--- src/rtl/wb_arbiter_pkg.sv ---
// Shared types and constants for the register-file write-port arbiter.
// Entry widths are fixed by WB_XLEN; the arbiter's XLEN parameter must match it.
package wb_arbiter_pkg;

    localparam int unsigned WB_XLEN  = 64;
    localparam logic [4:0]  REG_ZERO = 5'd0;

    typedef struct packed {
        logic [4:0]         waddr;
        logic [WB_XLEN-1:0] wdata;
        logic [WB_XLEN-1:0] pc;
    } wb_entry_t;

    typedef enum logic [1:0] {
        IDLE,
        PEND,
        FORCE
    } wb_state_e;

    // A buffered write to x0 never creates a dependency.
    function automatic logic entry_hits(
        input logic [4:0] waddr,
        input logic [4:0] rs1,
        input logic [4:0] rs2,
        input logic [4:0] rd
    );
        return (waddr != REG_ZERO) && ((waddr == rs1) || (waddr == rs2) || (waddr == rd));
    endfunction

endpackage

--- src/rtl/wb_arbiter_fifo.sv ---
// DEPTH-entry synchronous FIFO of port-B writeback results.
// Also exposes every slot's rd and a valid mask for the decode hazard compare.
module wb_fifo
    import wb_arbiter_pkg::*;
#(
    parameter int unsigned DEPTH = 2
) (
    input  logic                   i_clk,
    input  logic                   i_rst_n,
    input  logic                   i_push,
    input  wb_entry_t              i_push_entry,
    input  logic                   i_pop,
    output wb_entry_t              o_head,
    output logic [$clog2(DEPTH):0] o_count,
    output logic                   o_full,
    output logic                   o_empty,
    output logic [DEPTH*5-1:0]     o_waddrs,
    output logic [DEPTH-1:0]       o_valid
);

    localparam int unsigned AW = $clog2(DEPTH);
    localparam int unsigned PW = AW + 1;

    logic [PW-1:0]         r_wptr;
    logic [PW-1:0]         r_rptr;
    wb_entry_t [DEPTH-1:0] r_mem;
    logic                  w_do_push;
    logic                  w_do_pop;
    logic [AW-1:0]         w_off;

    assign w_do_push = i_push && !o_full;
    assign w_do_pop  = i_pop && !o_empty;

    always_ff @(posedge i_clk or negedge i_rst_n) begin
        if (!i_rst_n) begin
            r_wptr <= '0;
            r_rptr <= '0;
        end else begin
            if (w_do_push) begin
                r_wptr <= r_wptr + 1'b1;
            end
            if (w_do_pop) begin
                r_rptr <= r_rptr + 1'b1;
            end
        end
    end

    // Storage needs no reset: the pointers alone decide what is valid.
    always_ff @(posedge i_clk) begin
        if (w_do_push) begin
            r_mem[r_wptr[AW-1:0]] <= i_push_entry;
        end
    end

    assign o_count = r_wptr - r_rptr;
    assign o_empty = (r_wptr == r_rptr);
    assign o_full  = (r_wptr[AW] != r_rptr[AW]) && (r_wptr[AW-1:0] == r_rptr[AW-1:0]);
    assign o_head  = r_mem[r_rptr[AW-1:0]];

    // Slot i is live when its distance from the read pointer is below the count.
    always_comb begin
        o_waddrs = '0;
        o_valid  = '0;
        w_off    = '0;
        for (int unsigned i = 0; i < DEPTH; i++) begin
            o_waddrs[i*5 +: 5] = r_mem[i].waddr;
            w_off              = AW'(i) - r_rptr[AW-1:0];
            o_valid[i]         = ({1'b0, w_off} < o_count);
        end
    end

endmodule

--- src/rtl/wb_arbiter.sv ---
// Register-file write-port arbiter: pipeline writeback (A) always wins, buffered
// long-latency results (B) drain into idle slots, with a starvation stall request.
module wb_arbiter
    import wb_arbiter_pkg::*;
#(
    parameter int unsigned XLEN     = WB_XLEN,
    parameter int unsigned DEPTH    = 2,
    parameter int unsigned MAX_WAIT = 8
) (
    input  logic            clk,
    input  logic            rst,
    input  logic [4:0]      a_waddr_i,
    input  logic [XLEN-1:0] a_wdata_i,
    input  logic            a_wen_i,
    input  logic [XLEN-1:0] a_pc_i,
    input  logic            b_valid_i,
    output logic            b_ready_o,
    input  logic [4:0]      b_waddr_i,
    input  logic [XLEN-1:0] b_wdata_i,
    input  logic [XLEN-1:0] b_pc_i,
    input  logic [4:0]      rs1_i,
    input  logic [4:0]      rs2_i,
    input  logic [4:0]      rd_i,
    output logic            hazard_o,
    output logic            stall_o,
    output logic [4:0]      reg_waddr_o,
    output logic [XLEN-1:0] reg_wdata_o,
    output logic            reg_wen_o,
    output logic            commit_valid_o,
    output logic [XLEN-1:0] commit_pc_o,
    output logic            commit_src_o
);

    localparam int unsigned CNT_W  = $clog2(DEPTH) + 1;
    localparam int unsigned WAIT_W = (MAX_WAIT > 1) ? $clog2(MAX_WAIT) : 1;

    logic                  w_a_active;
    logic                  w_pop;
    logic                  w_push;
    logic                  w_full;
    logic                  w_empty;
    logic [CNT_W-1:0]      w_count;
    wb_entry_t             w_head;
    wb_entry_t             w_push_entry;
    logic [DEPTH*5-1:0]    w_waddrs;
    logic [DEPTH-1:0]      w_valid;
    wb_state_e             r_state;
    wb_state_e             w_state_d;
    logic [WAIT_W-1:0]     r_wait;
    logic [WAIT_W-1:0]     w_wait_d;

    assign w_a_active = a_wen_i && (a_waddr_i != REG_ZERO);
    // Any A slot, even a write to x0, is withheld from B.
    assign w_pop      = !a_wen_i && !w_empty;
    assign b_ready_o  = rst && !w_full;
    assign w_push     = b_valid_i && b_ready_o;

    assign w_push_entry = '{waddr: b_waddr_i, wdata: b_wdata_i, pc: b_pc_i};

    wb_fifo #(
        .DEPTH (DEPTH)
    ) u_fifo (
        .i_clk        (clk),
        .i_rst_n      (rst),
        .i_push       (w_push),
        .i_push_entry (w_push_entry),
        .i_pop        (w_pop),
        .o_head       (w_head),
        .o_count      (w_count),
        .o_full       (w_full),
        .o_empty      (w_empty),
        .o_waddrs     (w_waddrs),
        .o_valid      (w_valid)
    );

    always_comb begin
        reg_waddr_o    = REG_ZERO;
        reg_wdata_o    = '0;
        reg_wen_o      = 1'b0;
        commit_valid_o = 1'b0;
        commit_pc_o    = '0;
        commit_src_o   = 1'b0;
        if (a_wen_i) begin
            reg_waddr_o    = a_waddr_i;
            reg_wdata_o    = a_wdata_i;
            reg_wen_o      = w_a_active;
            commit_valid_o = 1'b1;
            commit_pc_o    = a_pc_i;
        end else if (!w_empty) begin
            reg_waddr_o    = w_head.waddr;
            reg_wdata_o    = w_head.wdata;
            reg_wen_o      = (w_head.waddr != REG_ZERO);
            commit_valid_o = 1'b1;
            commit_pc_o    = w_head.pc;
            commit_src_o   = 1'b1;
        end
    end

    // The head being popped this cycle still counts: decode sees it before the write lands.
    always_comb begin
        hazard_o = 1'b0;
        for (int unsigned i = 0; i < DEPTH; i++) begin
            if (w_valid[i] && entry_hits(w_waddrs[i*5 +: 5], rs1_i, rs2_i, rd_i)) begin
                hazard_o = 1'b1;
            end
        end
    end

    always_comb begin
        w_state_d = r_state;
        w_wait_d  = r_wait;
        unique case (r_state)
            IDLE: begin
                if (w_push) begin
                    w_state_d = PEND;
                    w_wait_d  = '0;
                end
            end
            PEND: begin
                if (w_pop) begin
                    w_wait_d  = '0;
                    w_state_d = ((w_count > CNT_W'(1)) || w_push) ? PEND : IDLE;
                end else if (r_wait == WAIT_W'(MAX_WAIT - 1)) begin
                    w_state_d = FORCE;
                end else begin
                    w_wait_d = r_wait + 1'b1;
                end
            end
            FORCE: begin
                if (w_pop) begin
                    w_wait_d  = '0;
                    w_state_d = ((w_count > CNT_W'(1)) || w_push) ? PEND : IDLE;
                end
            end
            default: begin
                w_state_d = IDLE;
                w_wait_d  = '0;
            end
        endcase
    end

    always_ff @(posedge clk or negedge rst) begin
        if (!rst) begin
            r_state <= IDLE;
            r_wait  <= '0;
        end else begin
            r_state <= w_state_d;
            r_wait  <= w_wait_d;
        end
    end

    assign stall_o = (r_state == FORCE);

endmodule

--- config.mk ---
export PLATFORM = sky130hd
export DESIGN_NAME = wb_arbiter
export DESIGN_NICKNAME = d
export VERILOG_FILES = /design/src/rtl/wb_arbiter_pkg.sv /design/src/rtl/wb_arbiter_fifo.sv /design/src/rtl/wb_arbiter.sv
export SDC_FILE = /design/constraint.sdc
export NUM_CORES = 1
export LEC_CHECK = 0
export CORE_AREA = 2 2 164 166
export CTS_CLUSTER_SIZE = 25
export DETAILED_ROUTE_END_ITERATION = 10
export DIE_AREA = 0 0 166 168
export DONT_BUFFER_PORTS = 1
export GPL_TIMING_DRIVEN = 0
export PLACE_DENSITY = 0.68
export SLEW_MARGIN = 20
export SYNTH_ARGS = -nofsm -noshare
export SYNTH_HDL_FRONTEND = slang
export SYNTH_SLANG_ARGS = --single-unit
--- constraint.sdc ---
create_clock -name clk -period 8.4 [get_ports clk]
set_input_delay 0.84 -clock clk [delete_from_list [all_inputs] [get_ports clk]]
set_output_delay 0.84 -clock clk [all_outputs]
set_load 0.01 [all_outputs]
==> results of run 1 <==
metrics by stage:
| step | instances | utilization, % |
|---|---|---|
| 3_5_place_dp | 1170 | 46.7 |
| 6_report | 1220 | 50.1 |
| 5_1_grt | 1220 | 50.1 |
| 3_3_place_gp | 1159 | 45.7 |
| 2_1_floorplan | 818 | - |
| 4_1_cts | 1220 | 50.1 |
logic make-up after synthesis:
| group | count (synthesis) |
|---|---|
| XOR/XNOR | 35 |
| buffers and inverters | 56 |
| AND/OR/NAND/NOR | 164 |
| adder cells (fa/ha/maj) | 5 |
| AO/OA/AOI/OAI | 148 |
| multiplexers | 135 |
| flip-flops | 275 |
critical path, delay by kind of cell (launching register included):
family | cells | cell delay [ns]
buffers and inverters | 5 | 1.91
adders and majority gates | 1 | 0.38
DFF | 1 | 0.37
AOI/OAI and AO/OA | 2 | 0.66
placed cells by master (no fill, tap or decap), types with 5 or more instances in the layout:
cell	netlist	layout
o21ai_0	137	137
nand3_1	7	7
dfrtp_1	9	9
mux2i_1	134	134
xor2_1	13	13
nand2_1	137	137
clkbuf_1	40	48
xnor2_1	21	21
buf_1	7	7
nor3_1	9	9
buf_12	0	7
inv_1	5	5
ha_1	5	5
edfxtp_1	266	266
clkbuf_16	0	28
what timing repair did:
action | in CTS | in global routing
buffers inserted | 0 | 0
hold buffers | 1 | 0
endpoints found under the hold margin | 9 | 0
per-layer routing:
layer / GRT usage, % / up-vias / wire [um]
met5: 0 / - / 13
met4: 7.41 / 2 / 940
met3: 5.88 / 62 / 2580
met2: 32.1 / 332 / 13500
met1: 21.6 / 3256 / 10100
li1: - / 3103 / -
final cells by class:
| type | count | area share [%] |
|---|---|---|
| multi-input cells | 487 | 24.1 |
| clock buffers | 36 | 5.54 |
| inverters | 5 | 0.142 |
| well taps | 341 | 3.23 |
| flip-flops and latches | 275 | 62.2 |
| repair buffers | 12 | 1.97 |
| clock inverters | 13 | 1.18 |
| plain buffers | 51 | 1.61 |
worst min path at each step:
stage | from | endpoint | slack, ns
after floorplan | r_wait[1]$_DFFE_PN0P_ | r_wait[1]$_DFFE_PN0P_ | 0.47
after global placement | r_wait[1]$_DFFE_PN0P_ | r_wait[1]$_DFFE_PN0P_ | 0.49
after detailed placement | r_wait[2]$_DFFE_PN0P_ | r_wait[2]$_DFFE_PN0P_ | 0.49
after CTS | b_pc_i[47] | u_fifo.r_mem[180]$_DFFE_PP_ | 0.36
after global routing | b_pc_i[47] | u_fifo.r_mem[180]$_DFFE_PP_ | 0.36
final | b_wdata_i[51] | u_fifo.r_mem[248]$_DFFE_PP_ | 0.39
flip-flops by register name, summed over array words and instances (netlist names):
signal           flops
u_fifo.r_rptr        2
u_fifo.o_waddrs     10
u_fifo.r_mem       256
r_state              2
r_wait               3
u_fifo.r_wptr        2
where the power goes:
group	switching, W	internal [W]	leakage (nW)
combinational	0.000872	0.000441	1.72
clock	0.000493	0.000705	0.422
sequential	0.0000644	0.00177	2.54
total	0.00143	0.00291	4.68
==> flow_summary_export.csv, run 1 <==
group,metric,value,unit
placed_design,post-dp-hpwl,19700,um
sta,finalHoldViolations,0,
placed_design,dp_slack,4.15,ns
pwr,p_total,0.00434,W
floorplan,dieArea,0.0279,mm^2
cells_and_area,multi_input_area,0.00318,mm^2
clock_network,clk_path_buf_depth,3,
job,maxCapViolCount,0,
sta,slew_headroom,39.6,%
synthesis,synthMuxAreaShare,11.7,%
clock_network,cts.clk_slew.worst_paths,0.06,ns
global_route,grt_pass1_wl,39500,um
critical_path,r2r_start,"u_fifo.r_rptr[0]$_DFFE_PN0P_",
critical_path,worstRegToRegCells,9,
synthesis,async_flop_share,3.27,%
sta,rsz0062_at_grt,"false",
synthesis,synthSimpleGateAreaFrac,5.62,%
global_route,gr-total-overflow,0,
cells_and_area,design_area,0.0132,mm^2
pwr,power_density,329,mW/mm^2
cells_and_area,nNetsFinal,1150,
worst_hold_path,hold_class,"input port to register",
floorplan,fp.coreArea,0.0264,mm^2
clock_network,root_buffer,"clkbuf_16",
critical_path,crit_path_cell_trace,"buf_2, buf_1, inv_1, ha_1, a21o_4, buf_6, clkbuf_1, o21ai_0",
critical_path,critPathArrivalTime,3.89,ns
synthesis,synth.most_common_cell,"edfxtp_1",
clock_network,insertion_delay,0.54,ns
sta,fin_crit,4.73,ns
cells_and_area,nFillCells,2225,
detailed_routing,via_count,6755,
synthesis,synth_seq_cells,275,
synthesis,synth_fa_ha_area_share,0.539,%
placed_design,dpl_cell_area,0.0123,mm^2
cells_and_area,area_delta_synth_final,13.7,%
synthesis,synth_area_leaders,"edfxtp_1 (69%), mux2i_1 (12%), o21ai_0 (5.9%), nand2_1 (4.4%), dfrtp_1 (1.9%)",
detailed_routing,drt_first_pass_iters,5,
critical_path,r2r-end,"u_fifo.r_mem[217]$_DFFE_PP_",
critical_path,critical-path-slowest-cell,"clkbuf_1",
cells_and_area,n_antenna_cell,0,
critical_path,cp-start-kind,"register",
sta,worstMarginPinSlew,0.906,ns
synthesis,synthCells,818,
floorplan,start_util,44.1,%
clock_network,cts_htree_levels,1,
floorplan,die_height,168,um
sta,fin_hold_ws,0.392,ns
clock_network,cts_tree,"yes",
synthesis,synth-main-ff-cell,"edfxtp_1",
global_route,track_usage,18.6,%
synthesis,ys.warnings.count,0,
sta,slew_viol_final,0,
detailed_routing,wl,27100,um
cells_and_area,drive_above_1_share,6.60,%
critical_path,crit_end,"commit_pc_o[61]",
placed_design,gp_congestion,0.895,
pwr,p_leak,4.68,nW
critical_path,path_class,"register to output pin",
placed_design,port-buffer-count,0,
critical_path,endpoint_kind,"output pin",
synthesis,yosysUniqueCellTypes,32,
detailed_routing,drc,0,
synthesis,seq_area_frac_synth,70.7,%
synthesis,yosys-top-cells-count,"edfxtp_1 (266), nand2_1 (137), o21ai_0 (137)",
critical_path,crit_path_max_fanout,10,
synthesis,synth_compound_area_share,6.71,%
synthesis,yosysTopAreaCellShare,68.8,%
floorplan,ios,424,
detailed_routing,via_per_inst,5.54,
critical_path,ff2ff_setup_slack,4.69,ns
critical_path,max_stage_delay,0.60,ns
detailed_routing,wire_per_inst,22.2,um
sta,setup_viol,0,
critical_path,startpoint,"u_fifo.r_rptr[0]$_DFFE_PN0P_",
global_route,grt_pass1_vias,6808,
clock_network,cts.sinks,275,
synthesis,yosys.area_share.xor_xnor,2.71,%
synthesis,syn_nets,1108,
detailed_routing,final_antenna_net_count,0,
floorplan,die_w,166,um
synthesis,synth_top_area_cell,"edfxtp_1",
cells_and_area,seq_area,0.00821,mm^2
floorplan,num_rows,60,
synthesis,synth_edf_count,266,
sta,setup_slack,3.67,ns
clock_network,cts_made_buffers,28,
clock_network,cts.repair.resized,0,
synthesis,synth_area,0.0116,mm^2
global_route,grt_antenna_before_repair,1,
sta,fmax,211,MHz
detailed_routing,drt_iter0_drc,451,
global_route,grt_max_degree,27,
outcome,status,"completed",
sta,skew,0.0155,ns
synthesis,syn_area_per_cell,14.2,um^2
critical_path,required,7.56,ns
synthesis,synth_top_family_by_area,"multiplexers",
pwr,ir_drop,211,uV
sta,setup_tns,0,ns
worst_hold_path,min_path_cells,0,
sta,fin_crit_sh,56.3,%
No activity file was read; power rests on OpenSTA's default activity.
==> run 2, diff against run 1 <==
--- a/config.mk
+++ b/config.mk
@@ -5,13 +5,13 @@
 export SDC_FILE = /design/constraint.sdc
 export NUM_CORES = 1
 export LEC_CHECK = 0
-export CORE_AREA = 2 2 164 166
+export CORE_AREA = 2 2 166 168
 export CTS_CLUSTER_SIZE = 25
 export DETAILED_ROUTE_END_ITERATION = 10
-export DIE_AREA = 0 0 166 168
+export DIE_AREA = 0 0 168 170
 export DONT_BUFFER_PORTS = 1
 export GPL_TIMING_DRIVEN = 0
-export PLACE_DENSITY = 0.68
+export PLACE_DENSITY = 0.65
 export SLEW_MARGIN = 20
 export SYNTH_ARGS = -nofsm -noshare
 export SYNTH_HDL_FRONTEND = slang
==> constraint.sdc (replaced) <==
create_clock -name clk -period 4.71 [get_ports clk]
set_input_delay 0.471 -clock clk [delete_from_list [all_inputs] [get_ports clk]]
set_output_delay 0.471 -clock clk [all_outputs]
set_load 0.01 [all_outputs]
==> flow_summary_export.csv, run 2 (synthesis gave the netlist of run 1 again) <==
group,metric,value,unit
global_route,use_met2,31.4,%
floorplan,die_w,168,um
sta,fin_crit_sh,91.6,%
critical_path,path_buf_inv,5,
cells_and_area,drive_above_1_share,7.25,%
clock_network,root_buffer,"clkbuf_16",
critical_path,crit_path_max_fanout,10,
floorplan,num_rows,60,
clock_network,insertion_delay,0.53,ns
global_route,track_usage,17.5,%
cells_and_area,area_delta_synth_final,14.5,%
clock_network,cts_tree,"yes",
critical_path,max_stage_delay,0.63,ns
global_route,grt_pass1_vias,6459,
detailed_routing,drc,0,
cells_and_area,final_cell_mix,"edfxtp_1 (266), nand2_1 (137), o21ai_0 (137)",
pwr,power_density,591,mW/mm^2
clock_network,cts.clk_slew.worst_paths,0.06,ns
global_route,gr-usage-met3,6.12,%
sta,setup_viol,0,
cells_and_area,nNetsFinal,1152,
placed_design,port-buffer-count,0,
sta,slew_viol_final,0,
critical_path,endpoint_kind,"output pin",
sta,rsz0062_at_grt,"false",
detailed_routing,drt_iter0_drc,380,
cells_and_area,final_common_cell,"edfxtp_1",
critical_path,critical-path-slowest-cell,"clkbuf_1",
critical_path,critPathTopFamily,"buffers and inverters",
job,maxCapViolCount,0,
sta,setup_slack,0.394,ns
clock_network,clk_path_buf_depth,3,
pwr,ir_drop,387,uV
detailed_routing,via_count,6671,
sta,skew,0.0160,ns
cells_and_area,multi_input_area,0.00318,mm^2
critical_path,required,4.24,ns
critical_path,cp-start-kind,"register",
global_route,grt_antenna_before_repair,1,
sta,fin_crit,4.32,ns
placed_design,post-dp-hpwl,19200,um
placed_design,gp_congestion,0.866,
pwr,p_leak,4.73,nW
critical_path,critPathArrivalTime,3.84,ns
global_route,gr-total-overflow,0,
global_route,grtUsageMet1,19.9,%
floorplan,die_height,170,um
cells_and_area,seq_area,0.00821,mm^2
cells_and_area,largest_reg_flops,256,
worst_hold_path,hold_class,"input port to register",
global_route,grt_pass1_wl,37300,um
floorplan,dieArea,0.0286,mm^2
clock_network,cts_htree_levels,1,
detailed_routing,wire_per_inst,21.8,um
floorplan,fp.coreArea,0.0267,mm^2
clock_network,cts.sinks,275,
global_route,grt_max_degree,27,
detailed_routing,via_per_inst,5.44,
critical_path,path_class,"register to output pin",
detailed_routing,final_antenna_net_count,0,
clock_network,cts_made_buffers,29,
sta,fmax,232,MHz
detailed_routing,drt_first_pass_iters,5,
cells_and_area,nFillCells,2215,
sta,slew_headroom,35.3,%
placed_design,dp_slack,0.789,ns
sta,worstMarginPinSlew,0.970,ns
floorplan,ios,424,
detailed_routing,wl,26800,um
outcome,status,"completed",
global_route,busiest_layer,"met2",
sta,fin_hold_ws,0.0289,ns
placed_design,dpl_cell_area,0.0123,mm^2
sta,finalHoldViolations,0,
floorplan,start_util,43.6,%
critical_path,crit_path_cell_trace,"buf_2, buf_1, inv_1, ha_1, a21o_4, buf_6, clkbuf_1, o21ai_0",
cells_and_area,design_area,0.0133,mm^2
run 2: cell count changes in the layout (fill, tap and decap cells not counted), sizes merged:
| cell | change |
|---|---|
| clkbuf | -3 |
| clkinv | +3 |
| bufinv | +1 |
| inv | +2 |
| diode | +2 |
| buf | +1 |
run 2: area by class of cell:
type                    instances  share of cell area (%)
flip-flops and latches        275                    61.8
diodes                          2                  0.0377
multi-input cells             487                    23.9
inverters                       5                   0.141
repair buffers                 13                    2.17
clock buffers                  33                    5.57
well taps                     341                    3.21
plain buffers                  51                    1.60
clock inverters                19                    1.53
run 2: path summary, 6_finish.rpt:
kind | startpoint | end | slack [ns] | cells after the start
worst max-delay path | u_fifo.r_rptr[0]$_DFFE_PN0P_ | commit_pc_o[55] | 0.39 | 8
worst min-delay path | b_wdata_i[62] | u_fifo.r_mem[259]$_DFFE_PP_ | 0.03 | 0
worst max register to register | u_fifo.r_rptr[0]$_DFFE_PN0P_ | u_fifo.r_mem[99]$_DFFE_PP_ | 0.83 | 11
worst min register to register | r_wait[1]$_DFFE_PN0P_ | r_wait[1]$_DFFE_PN0P_ | 0.51 | 1
max in group asynchronous | rst | r_state[1]$_DFFE_PN0P_ | 4.04 | 1
min in group asynchronous | rst | r_wait[0]$_DFFE_PN0P_ | 0.33 | 1
run 2: power by group:
| part | switching, W | internal (W) | leakage, nW |
|---|---|---|---|
| Sequential | 0.000113 | 0.00315 | 2.54 |
| Clock | 0.000907 | 0.00135 | 0.457 |
| Combinational | 0.00155 | 0.000796 | 1.73 |
| Total | 0.00257 | 0.00529 | 4.73 |
run 2: routing by layer:
metal | share of wire [%] | up-vias
li1 | - | 3130
met1 | 37 | 3179
met2 | 51 | 325
met3 | 10 | 37
met4 | 2.2 | 0
met5 | 0 | -
run 2: per-stage QoR:
step	power (W)	util (%)	setup TNS, ns	instances
global placement	0.00562	45.2	-929.37	1159
floorplan	0.00500	-	-257.43	818
global route	0.00821	49.8	0	1224
finish	0.00786	49.9	0	1226
CTS	0.00796	49.8	0	1224
detailed placement	0.00570	46.3	0	1171
run 2: timing repair:
item / CTS / global route
buffers inserted: 0 / 0
hold buffers: 1 / 0
endpoints found under the hold margin: 9 / 0
resized for setup: 0 / 0
run 2: worst reg2reg max path, stage by stage (launching register included):
cell and delay (ns):
dfrtp_1 0.37, buf_2 0.33, buf_1 0.61, inv_1 0.17, ha_1 0.38, inv_1 0.09, o211ai_1 0.29, nor2_4 0.53
buf_16 0.23, buf_16 0.17, buf_12 0.21, buf_16 0.20
==> run 3, diff against run 2 <==
--- a/config.mk
+++ b/config.mk
@@ -5,13 +5,13 @@
 export SDC_FILE = /design/constraint.sdc
 export NUM_CORES = 1
 export LEC_CHECK = 0
-export CORE_AREA = 2 2 166 168
+export CORE_AREA = 2 2 200 202
 export CTS_CLUSTER_SIZE = 25
 export DETAILED_ROUTE_END_ITERATION = 10
-export DIE_AREA = 0 0 168 170
+export DIE_AREA = 0 0 202 204
 export DONT_BUFFER_PORTS = 1
 export GPL_TIMING_DRIVEN = 0
-export PLACE_DENSITY = 0.65
+export PLACE_DENSITY = 0.5
 export SLEW_MARGIN = 20
 export SYNTH_ARGS = -nofsm -noshare
 export SYNTH_HDL_FRONTEND = slang
==> flow_summary_export.csv, run 3 (synthesis gave the netlist of run 1 again) <==
group,metric,value,unit
outcome,status,"completed",
detailed_routing,drt_first_pass_iters,4,
pwr,switching_share,33.0,%
floorplan,die_height,204,um
critical_path,critPathArrivalTime,3.66,ns
critical_path,path_class,"register to output pin",
detailed_routing,highest_layer,"met4",
detailed_routing,final_antenna_net_count,0,
critical_path,critical_path_depth,7,
critical_path,max_stage_delay,0.61,ns
floorplan,fp.coreArea,0.0392,mm^2
critical_path,worstRegToRegCells,9,
critical_path,required,4.24,ns
clock_network,cts.clk_slew.worst_paths,0.06,ns
critical_path,critical-path-slowest-cell,"clkbuf_1",
clock_network,cts.sinks,275,
global_route,track_usage,13.6,%
pwr,p_leak,5.27,nW
critical_path,crit_path_cell_trace,"buf_2, inv_1, ha_1, a21o_4, buf_6, clkbuf_1, o21ai_0",
critical_path,cp-start-kind,"register",
clock_network,cts_htree_levels,1,
critical_path,ff2ff_setup_slack,1.34,ns
global_route,gr-total-overflow,0,
floorplan,start_util,29.6,%
clock_network,post_cts_buffers,0,
cells_and_area,final_cell_mix,"edfxtp_1 (266), nand2_1 (137), o21ai_0 (137)",
clock_network,cts_made_buffers,29,
detailed_routing,via_per_inst,4.62,
critical_path,endpoint_kind,"output pin",
sta,rsz0062_at_grt,"false",
pwr,power_density,540,mW/mm^2
placed_design,port-buffer-count,0,
global_route,grt_max_degree,24,
sta,slew_viol_final,0,
pwr,intPower,0.00536,W
pwr,power.share.clock,28.1,%
sta,slew_headroom,38.7,%
clock_network,insertion_delay,0.55,ns
detailed_routing,drc,0,
detailed_routing,via_count,7118,
global_route,grt_pass1_wl,42200,um
sta,finalHoldViolations,0,
detailed_routing,drt-met1-wl,12400,um
job,maxCapViolCount,0,
sta,setup_tns,0,ns
detailed_routing,dr_wl_met2,14500,um
sta,fin_hold_ws,0.318,ns
pwr,power_switching,0.00265,W
detailed_routing,wl,29800,um
cells_and_area,largest_reg_flops,256,
critical_path,path_buf_inv,4,
worst_hold_path,hold_class,"input port to async pin",
critical_path,r2r-end,"u_fifo.r_mem[3]$_DFFE_PP_",
critical_path,startpoint,"u_fifo.r_rptr[0]$_DFFE_PN0P_",
sta,worstMarginPinSlew,0.920,ns
critical_path,r2r_start,"u_fifo.r_rptr[0]$_DFFE_PN0P_",
placed_design,post-dp-hpwl,21300,um
detailed_routing,route.met3.wl,2010,um
placed_design,gp_congestion,0.786,
clock_network,root_buffer,"clkbuf_16",
sta,fin_crit,4.13,ns
global_route,grt_pass1_vias,6990,
clock_network,cts_tree,"yes",
detailed_routing,drt_iter0_drc,281,
cells_and_area,nNetsFinal,1284,
critical_path,critPathTopFamily,"buffers and inverters",
floorplan,num_rows,73,
floorplan,die_w,202,um
sta,skew,0.00718,ns
critical_path,crit_path_max_fanout,19,
cells_and_area,area_delta_synth_final,27.7,%
cells_and_area,final_common_cell,"edfxtp_1",
critical_path,crit_end,"reg_wdata_o[52]",
pwr,ir_drop,300,uV
cells_and_area,drive_above_1_share,6.01,%
floorplan,ios,424,
pwr,combPwrFrac,31.2,%
clock_network,clk_path_buf_depth,3,
sta,setup_viol,0,
sta,fmax,242,MHz
detailed_routing,wire_per_inst,19.3,um
floorplan,dieArea,0.0412,mm^2
sta,fin_crit_sh,87.7,%
pwr,p_seq_share,40.7,%
global_route,grt_antenna_before_repair,3,
-- run 3: worst min path at each step --
stage               from                     end  slack [ns]  cells after the start
finish               rst   r_wait[1]$_DFFE_PN0P_        0.32                      1
global placement     rst   r_wait[2]$_DFFE_PN0P_        0.18                      0
detailed placement   rst  r_state[0]$_DFFE_PN0P_        0.18                      0
global route         rst  r_state[0]$_DFFE_PN0P_        0.31                      1
floorplan            rst  r_state[0]$_DFFE_PN0P_        0.18                      0
CTS                  rst  r_state[0]$_DFFE_PN0P_        0.28                      1
-- run 3: per-layer routing --
metal  vias up  global-route usage (%)
met4         0                    4.75
li1       3381                       -
met1      3398                    16.9
met3        49                    3.11
met2       290                    23.3
met5         -                       0
-- run 3: final cells by class --
class                      instances  area (um^2)
fill                            3706        24400
sequential                       275         8210
multi-input combinational        487         3180
timing repair buffer             146         1610
clock buffer                      37          756
tap                              525          657
buffer                            50          209
clock inverter                    15          175
inverter                           5         18.8
antenna                            2         5.00
-- run 3: stage by stage --
stage / utilization, % / std cells / power (W) / worst slack (ns) / instance area [um^2]
2_1_floorplan: - / 818 / 0.00500 / -0.982 / 11600
3_3_place_gp: 31.3 / 1343 / 0.00572 / -4.18 / 12300
3_5_place_dp: 32.0 / 1355 / 0.00578 / 0.465 / 12600
4_1_cts: 37.8 / 1540 / 0.00815 / 0.469 / 14800
5_1_grt: 37.8 / 1540 / 0.00841 / 0.310 / 14800
6_report: 37.8 / 1542 / 0.00801 / 0.578 / 14800
-- run 3: what timing repair did --
action / in CTS / in global routing
setup endpoints to repair: 2 / 0
hold buffers: 134 / 0
resized for setup: 0 / 0
hold endpoints to repair: 275 / 0
-- run 3: power groups by stage --
stage | sequential (W) | clock, W | combinational, W
finish | 0.00326 | 0.00225 | 0.00250
global route | 0.00330 | 0.00240 | 0.00271
CTS | 0.00326 | 0.00232 | 0.00256
detailed placement | 0.00331 | 0 | 0.00246
global placement | 0.00340 | 0 | 0.00232
floorplan | 0.00334 | 0 | 0.00166
